<file path="src/rtl/uart_rx.sv">
// UART receiver: 8 data bits LSB first, odd parity, one stop bit. The received
// byte is held with its parity/framing status until the consumer acknowledges it.
module uart_rx #(
    parameter int CLK_FREQUENCY = 100_000_000,
    parameter int BAUD_RATE     = 19_200
) (
    input  logic       CLK,
    input  logic       RST,
    input  logic       Sin,
    input  logic       ReceiveAck,
    output logic       Receive,
    output logic [7:0] Dout,
    output logic       parityErr,
    output logic       frameErr
);
    localparam int BIT_CYCLES  = CLK_FREQUENCY / BAUD_RATE;
    localparam int HALF_CYCLES = BIT_CYCLES / 2;
    localparam int TW          = $clog2(BIT_CYCLES);
    localparam logic [TW-1:0] BIT_LAST  = TW'(BIT_CYCLES - 1);
    localparam logic [TW-1:0] HALF_LAST = TW'(HALF_CYCLES - 1);

    typedef enum logic [2:0] {IDLE, START, DATA, PAR, STOP, ACK} state_t;

    state_t        state, next;
    logic          sin_meta, sin_s;
    logic [TW-1:0] timer;
    logic [3:0]    bit_cnt;
    logic [7:0]    shreg;
    logic          par_bit;
    logic          tmr_clr, cnt_clr, shift_en, par_en, load, ack_clr;

    // Flops preset to idle-high so reset release never looks like a start edge.
    always_ff @(posedge CLK or posedge RST) begin
        if (RST) begin
            sin_meta <= 1'b1;
            sin_s    <= 1'b1;
        end else begin
            sin_meta <= Sin;
            sin_s    <= sin_meta;
        end
    end

    always_ff @(posedge CLK or posedge RST) begin
        if (RST) state <= IDLE;
        else     state <= next;
    end

    always_comb begin
        next     = state;
        tmr_clr  = 1'b0;
        cnt_clr  = 1'b0;
        shift_en = 1'b0;
        par_en   = 1'b0;
        load     = 1'b0;
        ack_clr  = 1'b0;
        case (state)
            IDLE: begin
                tmr_clr = 1'b1;
                if (!sin_s) next = START;
            end
            START: if (timer == HALF_LAST) begin
                tmr_clr = 1'b1;
                if (!sin_s) begin
                    next    = DATA;
                    cnt_clr = 1'b1;
                end else begin
                    next = IDLE;
                end
            end
            DATA: if (timer == BIT_LAST) begin
                tmr_clr  = 1'b1;
                shift_en = 1'b1;
                if (bit_cnt == 4'd7) next = PAR;
            end
            PAR: if (timer == BIT_LAST) begin
                tmr_clr = 1'b1;
                par_en  = 1'b1;
                next    = STOP;
            end
            STOP: if (timer == BIT_LAST) begin
                tmr_clr = 1'b1;
                load    = 1'b1;
                next    = ACK;
            end
            ACK: begin
                tmr_clr = 1'b1;
                if (ReceiveAck) begin
                    ack_clr = 1'b1;
                    next    = IDLE;
                end
            end
            default: next = IDLE;
        endcase
    end

    always_ff @(posedge CLK or posedge RST) begin
        if (RST) begin
            timer     <= '0;
            bit_cnt   <= '0;
            shreg     <= '0;
            par_bit   <= 1'b0;
            Dout      <= '0;
            parityErr <= 1'b0;
            frameErr  <= 1'b0;
            Receive   <= 1'b0;
        end else begin
            timer <= tmr_clr ? '0 : timer + 1'b1;
            if (cnt_clr)                          bit_cnt <= '0;
            else if (shift_en && bit_cnt != 4'hF) bit_cnt <= bit_cnt + 1'b1;
            if (shift_en) shreg   <= {sin_s, shreg[7:1]};
            if (par_en)   par_bit <= sin_s;
            if (load) begin
                Dout      <= shreg;
                parityErr <= ~(^{shreg, par_bit});
                frameErr  <= ~sin_s;
                Receive   <= 1'b1;
            end else if (ack_clr) begin
                Receive <= 1'b0;
            end
        end
    end
endmodule

</file>
<file path="config.mk">
export PLATFORM = sky130hd
export DESIGN_NAME = uart_rx
export DESIGN_NICKNAME = d
export VERILOG_FILES = /design/src/rtl/uart_rx.sv
export SDC_FILE = /design/constraint.sdc
export NUM_CORES = 1
export LEC_CHECK = 0
export CAP_MARGIN = 20
export CORE_MARGIN = 1.5
export CORE_UTILIZATION = 58
export CTS_BUF_LIST = sky130_fd_sc_hd__clkbuf_4 sky130_fd_sc_hd__clkbuf_8 sky130_fd_sc_hd__clkbuf_16
export DETAILED_ROUTE_END_ITERATION = 12
export PLACE_DENSITY = 0.83
export SYNTH_ARGS = -nofsm -noshare
export SYNTH_HDL_FRONTEND = slang
export SYNTH_SLANG_ARGS = --single-unit
</file>
<file path="constraint.sdc">
create_clock -name CLK -period 2.75 [get_ports CLK]
set_input_delay 0.55 -clock CLK [delete_from_list [all_inputs] [get_ports CLK]]
set_output_delay 0.55 -clock CLK [all_outputs]
set_load 0.005 [all_outputs]
</file>
==> results of run 1 <==
[cell usage after synthesis]
cell	n	share of area
mux2_2	8	0.042
a31o_2	2	0.0082
xnor2_1	13	0.053
and4_1	3	0.012
nor2b_1	1	0.0029
nor3_1	10	0.023
ha_1	2	0.012
dfrtp_1	40	0.47
and4bb_2	2	0.012
nor2_1	16	0.028
o21ai_0	3	0.0070
nand4b_1	1	0.0041
nand2b_1	3	0.0088
nor4_4	1	0.0099
nor4b_1	4	0.016
nand3_1	4	0.0094
dfstp_2	2	0.025
or3b_2	1	0.0041
mux2_1	1	0.0053
a211o_1	1	0.0041
nor4bb_1	2	0.0094
a31oi_1	3	0.0088
nand2_4	1	0.0053
a2111oi_0	2	0.0082
inv_1	8	0.014
a41oi_1	2	0.0082
nand2_1	8	0.014
mux2i_1	1	0.0047
or4b_4	1	0.0064
a21oi_1	3	0.0070
nor3b_1	1	0.0035
xor2_1	4	0.016
clkbuf_1	7	0.012
and3_1	2	0.0059
maj3_1	1	0.0047
and2_1	2	0.0059
or3_1	1	0.0029
a211oi_1	1	0.0035
nand4_1	4	0.012
buf_6	1	0.0053
and4b_1	2	0.0094
mux2_4	8	0.056
nor4_1	3	0.0088
buf_1	1	0.0018
xnor3_1	1	0.011
[state kept, by name, summed over array words and instances (netlist names)]
| name | flops |
|---|---|
| Dout | 8 |
| Receive | 1 |
| bit_cnt | 4 |
| frameErr | 1 |
| par_bit | 1 |
| parityErr | 1 |
| shreg | 8 |
| sin_meta | 1 |
| sin_s | 1 |
| state | 3 |
| timer | 13 |
[logic make-up after synthesis]
kind of cell,after synthesis
simple gates,73
flops,42
xor+xnor,18
mux,18
compound gates,17
buf+inv,17
fa+ha+maj,3
[cell type report]
class,count,area share
timing repair buffer,17,0.0667
multi-input combinational,129,0.416
inverter,8,0.0123
tap,46,0.0236
sequential,42,0.432
clock buffer,7,0.0370
clock inverter,1,0.0123
[worst min path at each step]
stage	depth (start not counted)	start	end
floorplan	0	sin_meta	sin_s
global placement	0	sin_meta	sin_s
detailed placement	0	sin_meta	sin_s
CTS	0	sin_meta	sin_s
global route	0	sin_meta	sin_s
finish	0	sin_meta	sin_s
[where the power goes]
group          total, mW  switching, mW  internal (mW)
registers          0.715         0.0602          0.655
logic              0.134         0.0737         0.0601
clock network      0.514          0.209          0.306
[cells in the final DEF (no fill, tap or decap), drive strengths merged, types with 7 or more instances in the layout]
master,n
inv,8
nor2,16
nand2,9
mux2,17
clkbuf,7
nor3,10
clkdlybuf4s50,14
xnor2,13
dfrtp,40
[per-stage QoR]
step | worst slack [ns] | total power [mW] | util | cell area (µm²)
6_report | 0.587 | 1.36 | 0.708 | 2440
5_1_grt | 0.538 | 1.42 | 0.708 | 2440
4_1_cts | 0.593 | 1.37 | 0.708 | 2440
3_5_place_dp | 0.621 | 0.858 | 0.673 | 2320
3_3_place_gp | 0.700 | 0.843 | 0.673 | 2320
2_1_floorplan | 0.714 | 0.828 | - | 2140
[worst max-delay path, delay by kind of cell (launching register included)]
family        cells  cell delay (ns)
flops             1             0.48
mux               1             0.33
simple gates      3             1.24
[per-layer routing]
metal	routed length (µm)	global-route usage
met1	1900	0.318
met2	2090	0.382
met3	254	0.0625
met4	81	0.0870
met5	0	0
==> reports/metrics.yaml, run 1 <==
status: "finished, final reports clean"
core_area_mm2: 0.00344
slew_violations: 0
grt_max_degree: 43
drive_above_1_share: 0.181
finalHoldViolCount: 0
irDropWorstVdd_uv: 453
ys_ff_latch: 42
critPathCapture: "par_bit"
grt_pass1_wl_mm: 7.44
drc: 0
whs_ns: 0.356
dpl.cell_count: 242
yosysSeqAreaShare: 0.493
synth_fa_ha_area_frac: 0.0164
start_util: 0.621
syn_nets: 194
dp_hpwl_mm: 3.00
post_cts_buffers: 0
grt_overflow: 0
place_congestion: 0.921
io_buffers: 14
grt_pass1_vias: 1502
fin_crit_sh: 0.787
groute.usage.overall: 0.240
slowest_stage: "or4b_4"
ctsHoldBuffers: 0
fin_tns_setup_ns: 0
crit_start: "timer[3]"
critPathCaptureType: "flop"
nFillCells: 248
critPathMaxStageDelay_ns: 0.58
reg2reg_slack_ns: 0.59
required_ns: 2.93
post_cts_resized: 0
clkSinkCount: 42
hp-class: "reg -> reg"
nets: 209
worstPathArrival_ns: 2.34
finClkSkew_ns: 0.00774
fmax_ghz: 0.462
antenna_found_initial: 0
synthesis.area_mm2: 0.00214
r2r-start: "timer[3]"
min_period_ns: 2.16
final-setup-viol-count: 0
rsz0062_at_grt: "false"
startpoint_type: "flop"
cts_buffers: 5
clock-root-buffer: "clkbuf_8"
path_cells: "or4b_4 -> nor4_4 -> and4_1 -> mux2_1"
cts_max_level: 2
vias_per_cell: 6.14
cts_buffer_depth: 2
seq_area_mm2: 0.00105
p_leak_nw: 1.11
synthDistinctLibCells: 45
first_pass_iters: 4
r2r_cells: 4
die-height_um: 63.7
drtAntennaViolNets: 0
synth_top_family_by_area: "simple AND/OR/NAND/NOR gates"
clkTransAtPathRegs_ns: 0.07
slew_headroom: 0.501
multi_input_area_mm2: 0.00101
drtIter0Drc: 157
synth_compound_area_frac: 0.0550
reg2reg_to: "par_bit"
clock_latency_ns: 0.30
wirelength_mm: 4.33
power_density_mw_per_mm2: 559
ys_warn_count: 0
ioPinCount: 15
drv_cap: 0
yosys-mux-area-fraction: 0.108
layout.cells.non_filler: 250
rows: 21
path_class: "reg -> reg"
cts_tree: "built"
vias: 1535
cp_max_fo: 9
die-area_mm2: 0.00406
worst_slew_pin_slew_ns: 0.743
wl_per_cell_um: 17.3
syn_to_final_growth_pct: 14.0
yosys.area_share.simple: 0.214
diodes: 0
yosys.area_share.xor_xnor: 0.0802
synth.avg_cell_area_um2: 11.4
synthCells: 188
dieWidth_um: 63.7
Power figures use the tool's default switching activity.
==> run 2: changes to the inputs <==
==> constraint.sdc (replaced) <==
create_clock -name CLK -period 2.1 [get_ports CLK]
set_input_delay 0.42 -clock CLK [delete_from_list [all_inputs] [get_ports CLK]]
set_output_delay 0.42 -clock CLK [all_outputs]
set_load 0.005 [all_outputs]
==> run 2 against run 1 <==
Against the previous run: core utilization increased by 2.1 points; worst hold slack gained 0.0016 ns; first-iteration DRC count up 47%.
==> reports/metrics.yaml, run 2 (synthesized netlist as in run 1, its figures left out) <==
wirelength_mm: 4.29  # -0.72%
diodes: 0  # unchanged
layout_common_cells: "40 x dfrtp_1, 16 x nor2_1, 14 x clkdlybuf4s50_1"
worstPathArrival_ns: 2.20  # -0.14 ns
io_buffers: 14  # unchanged
path_class: "reg -> reg"
final_common_cell: "dfrtp_1"
path_cells: "or4b_4 -> nor4_4 -> and4_1 -> mux2_1"
fin_tns_setup_ns: 0  # unchanged
irDropWorstVdd_uv: 852  # +88%
worst_slew_pin_slew_ns: 0.504  # -0.239 ns
die-height_um: 63.7  # unchanged
antenna_found_initial: 0  # unchanged
clock_latency_ns: 0.29  # about the same
cts_buffer_depth: 2  # unchanged
clkTransAtPathRegs_ns: 0.08  # about the same
startpoint_type: "flop"
ctsHoldBuffers: 0  # unchanged
groute.usage.overall: 0.237  # -0.00320
r2r-start: "timer[9]"
status: "finished, final reports clean"
grt_overflow: 0  # unchanged
rows: 21  # unchanged
drive_above_1_share: 0.216  # +0.0346
p_leak_nw: 1.16  # +4.5%
first_pass_iters: 4  # unchanged
grt_max_degree: 33  # -23%
path_delay_family: "simple AND/OR/NAND/NOR gates"
clkSinkCount: 42  # unchanged
drtIter0Drc: 231  # +47%
critPathCaptureType: "flop"
cts_buffers: 5  # unchanged
top_regs: "timer x13, Dout x8, shreg x8"
clock-root-buffer: "clkbuf_8"
die-area_mm2: 0.00406  # unchanged
dieWidth_um: 63.7  # unchanged
ioPinCount: 15  # unchanged
finClkSkew_ns: 0.00483  # -0.00291 ns
dp_hpwl_mm: 3.10  # +3.3%
core_area_mm2: 0.00344  # unchanged
cp_max_fo: 5  # -4
fmax_ghz: 0.496  # +7.3%
rsz0062_at_grt: "false"
vias_per_cell: 5.88  # -4.2%
slowest_stage: "or4b_4"
critPathBufInv: 0  # unchanged
slew_violations: 0  # unchanged
critPathMaxStageDelay_ns: 0.52  # -0.06 ns
syn_to_final_growth_pct: 17.4
drv_cap: 0  # unchanged
grt_pass1_wl_mm: 7.42  # -0.28%
drc: 0  # unchanged
vias: 1524  # -0.72%
hp-class: "reg -> reg"
drtAntennaViolNets: 0  # unchanged
wl_per_cell_um: 16.6  # -4.2%
nets: 218  # +4.3%
final-setup-viol-count: 0  # unchanged
crit_start: "timer[9]"
slew_headroom: 0.655  # +0.154
min-delay-start: "sin_meta"
final_core_util: 0.730  # +0.0214
place_congestion: 0.897  # -2.6%
required_ns: 2.28  # -0.65 ns
dp_slack_ns: 0.0997  # -0.521 ns
fin_crit_sh: 0.960  # +0.174
reg2reg_slack_ns: 0.08  # -0.50 ns
cts_tree: "built"
grt_pass1_vias: 1592  # +6.0%
nFillCells: 221  # -11%
top_register: "timer"
timing.final.ws_setup_ns: 0.0837  # -0.503 ns
largest_reg_flops: 13  # unchanged
min_period_ns: 2.02  # -0.147 ns
start_util: 0.621  # unchanged
cts_max_level: 2  # unchanged
power_density_mw_per_mm2: 718  # +28%
post_cts_resized: 0  # unchanged
finalHoldViolCount: 0  # unchanged
dpl.cell_count: 251  # +3.7%
layout.cells.non_filler: 259  # +3.6%
post_cts_buffers: 0  # unchanged
## run 2: cell count changes in the layout (fill, tap and decap cells not counted), sizes merged
cell  change
buf       +9
## run 2: worst paths after layout
kind | to | depth (start not counted)
setup / recovery | par_bit | 4
hold / removal | sin_s | 0
setup reg to reg | par_bit | 4
hold reg to reg | sin_s | 0
max in group asynchronous | sin_meta | 3
min in group asynchronous | timer[12] | 2
## run 2: stage by stage
step                      hold slack, ns  area (µm²)  power (mW)
after detailed placement           0.349        2400        1.17
after CTS                          0.360        2510        1.81
after global routing               0.360        2510        1.88
after global placement             0.348        2400        1.15
final                              0.358        2510        1.80
after floorplan                    0.345        2140        1.08
## run 2: cell type report
cell class,instances,area [µm²],area share
inverters,8,30.0,0.0120
clock inverters,1,30.0,0.0120
well taps,46,57.6,0.0229
flip-flops and latches,42,1050,0.420
multi-input cells,129,1010,0.404
repair buffers,26,243,0.0967
clock buffers,7,83.8,0.0334
## run 2: power breakdown
group	total, mW	switching, mW	leakage (nW)	internal [mW]
Clock	0.642	0.261	0.0593	0.381
Combinational	0.252	0.139	0.534	0.114
Sequential	0.908	0.0501	0.562	0.858
## run 2: per-layer routing
layer | track usage | vias up | part of all wire
li1 | - | 728 | -
met1 | 0.311 | 738 | 0.44
met2 | 0.387 | 55 | 0.49
met3 | 0.0589 | 3 | 0.060
met4 | 0.0761 | 0 | 0.0075
met5 | 0 | - | 0
==> run 3: changes to the inputs <==
==> constraint.sdc (replaced) <==
create_clock -name CLK -period 2.1 [get_ports CLK]
set_input_delay 0.21 -clock CLK [delete_from_list [all_inputs] [get_ports CLK]]
set_output_delay 0.21 -clock CLK [all_outputs]
set_load 0.005 [all_outputs]
==> run 3 against run 2 <==
Against the previous run: via count grew 1.6%; design area decreased by 1.3%; combinational power fell by 2%; routed wire length up 0.14%; core utilization is 0.95 points lower; setup slack gained 0.0081 ns; sequential share of layout area grew 0.55 points; non-clock buffer count unchanged.
==> reports/metrics.yaml, run 3 (synthesized netlist as in run 1, its figures left out) <==
finClkSkew_ns: 0.00830  # +0.00347 ns
grt_overflow: 0  # unchanged
finalHoldViolCount: 0  # unchanged
nets: 218  # unchanged
antenna_found_initial: 0  # unchanged
post_cts_buffers: 0  # unchanged
min_period_ns: 2.01  # -0.00812 ns
syn_to_final_growth_pct: 15.9
hold_depth: 1  # +1
largest_reg_flops: 13  # unchanged
layout_common_cells: "40 x dfrtp_1, 16 x nor2_1, 14 x clkdlybuf4s50_1"
rows: 21  # unchanged
die-area_mm2: 0.00406  # unchanged
fin_crit_sh: 0.956  # -0.00387
final_core_util: 0.720  # -0.00945
dieWidth_um: 63.7  # unchanged
grt_max_degree: 43  # +30%
status: "finished, final reports clean"
fin_tns_setup_ns: 0  # unchanged
whs_endpoint: "sin_meta"
grt_pass1_vias: 1601  # +0.57%
min-delay-start: "Sin"
vias: 1549  # +1.6%
whs_ns: 0.320  # -0.0379 ns
grt_pass1_wl_mm: 7.63  # +2.9%
drv_cap: 0  # unchanged
wirelength_mm: 4.30  # +0.14%
drive_above_1_share: 0.216  # unchanged
path_class: "reg -> reg"
clkTransAtPathRegs_ns: 0.08  # about the same
die-height_um: 63.7  # unchanged
slew_violations: 0  # unchanged
groute.usage.overall: 0.247  # +0.0103
layout.cells.non_filler: 259  # unchanged
clock-root-buffer: "clkbuf_8"
startpoint_type: "flop"
top_regs: "timer x13, Dout x8, shreg x8"
core_area_mm2: 0.00344  # unchanged
worst_slew_pin_slew_ns: 0.509  # +0.00503 ns
top_register: "timer"
diodes: 0  # unchanged
reg2reg_slack_ns: 0.09  # about the same
required_ns: 2.28  # about the same
slew_headroom: 0.661  # +0.00533
dpl.cell_count: 251  # unchanged
cts_buffers: 5  # unchanged
critPathCaptureType: "flop"
worstPathArrival_ns: 2.19  # about the same
irDropWorstVdd_uv: 695  # -18%
cts_max_level: 2  # unchanged
p_leak_nw: 1.14  # -1.7%
drc: 0  # unchanged
io_buffers: 14  # unchanged
reg2reg_to: "par_bit"
dp_hpwl_mm: 3.01  # -2.8%
wl_per_cell_um: 16.6  # +0.14%
cp_max_fo: 3  # -2
clock_latency_ns: 0.30  # about the same
drtIter0Drc: 152  # -34%
final-setup-viol-count: 0  # unchanged
first_pass_iters: 4  # unchanged
dp_slack_ns: 0.0800  # -0.0196 ns
r2r-start: "timer[7]"
hp-class: "in -> reg"
rsz0062_at_grt: "false"
clkSinkCount: 42  # unchanged
post_cts_resized: 0  # unchanged
ioPinCount: 15  # unchanged
start_util: 0.621  # unchanged
ctsHoldBuffers: 0  # unchanged
r2r_cells: 4  # unchanged
drtAntennaViolNets: 0  # unchanged
cts_buffer_depth: 2  # unchanged
timing.final.ws_setup_ns: 0.0918  # +0.00812 ns
final_common_cell: "dfrtp_1"
power_density_mw_per_mm2: 680  # -5.2%
vias_per_cell: 5.98  # +1.6%
cts_tree: "built"
place_congestion: 0.896  # about the same
fmax_ghz: 0.498  # +0.40%
run 3: metal layers:
metal / vias to the layer above / track usage / wire [µm]
met1: 760 / 0.314 / 1840
met2: 54 / 0.386 / 2130
met5: - / 0 / 0
met4: 0 / 0.111 / 80
li1: 725 / - / -
met3: 10 / 0.0786 / 244
run 3: layout make-up:
type / instances / area (µm²)
clock buffers: 5 / 68.8
clock inverters: 3 / 25.0
fillers: 235 / 963
inverters: 8 / 30.0
multi-input cells: 129 / 1010
flip-flops and latches: 42 / 1050
well taps: 46 / 57.6
repair buffers: 26 / 230
run 3: critical path, cell delays in order, from the launching register on:
cell	delay, ns
dfrtp_1	0.38
or3b_2	0.51
nor4_4	0.37
and4_1	0.28
mux2_1	0.34
run 3: worst max-delay path by stage:
| stage | startpoint | endpoint | slack [ns] | depth (start not counted) |
|---|---|---|---|---|
| after global routing | timer[7] | par_bit | 0.01 | 4 |
| after detailed placement | timer[9] | par_bit | 0.08 | 4 |
| after global placement | timer[3] | par_bit | 0.15 | 4 |
| after floorplan | timer[3] | par_bit | 0.06 | 5 |
| final | timer[7] | par_bit | 0.09 | 4 |
| after CTS | timer[3] | par_bit | 0.04 | 4 |
run 3: where the power goes:
group	internal (mW)	leakage (nW)	switching (mW)	total (mW)
sequential	0.858	0.562	0.0484	0.906
combinational	0.112	0.529	0.137	0.248
clock	0.240	0.0447	0.292	0.532
run 3: per-stage QoR:
stage	cell area, µm²	power, mW
2_1_floorplan	2140	1.08
3_3_place_gp	2380	1.15
3_5_place_dp	2380	1.16
4_1_cts	2480	1.70
5_1_grt	2480	1.77
6_report	2480	1.69
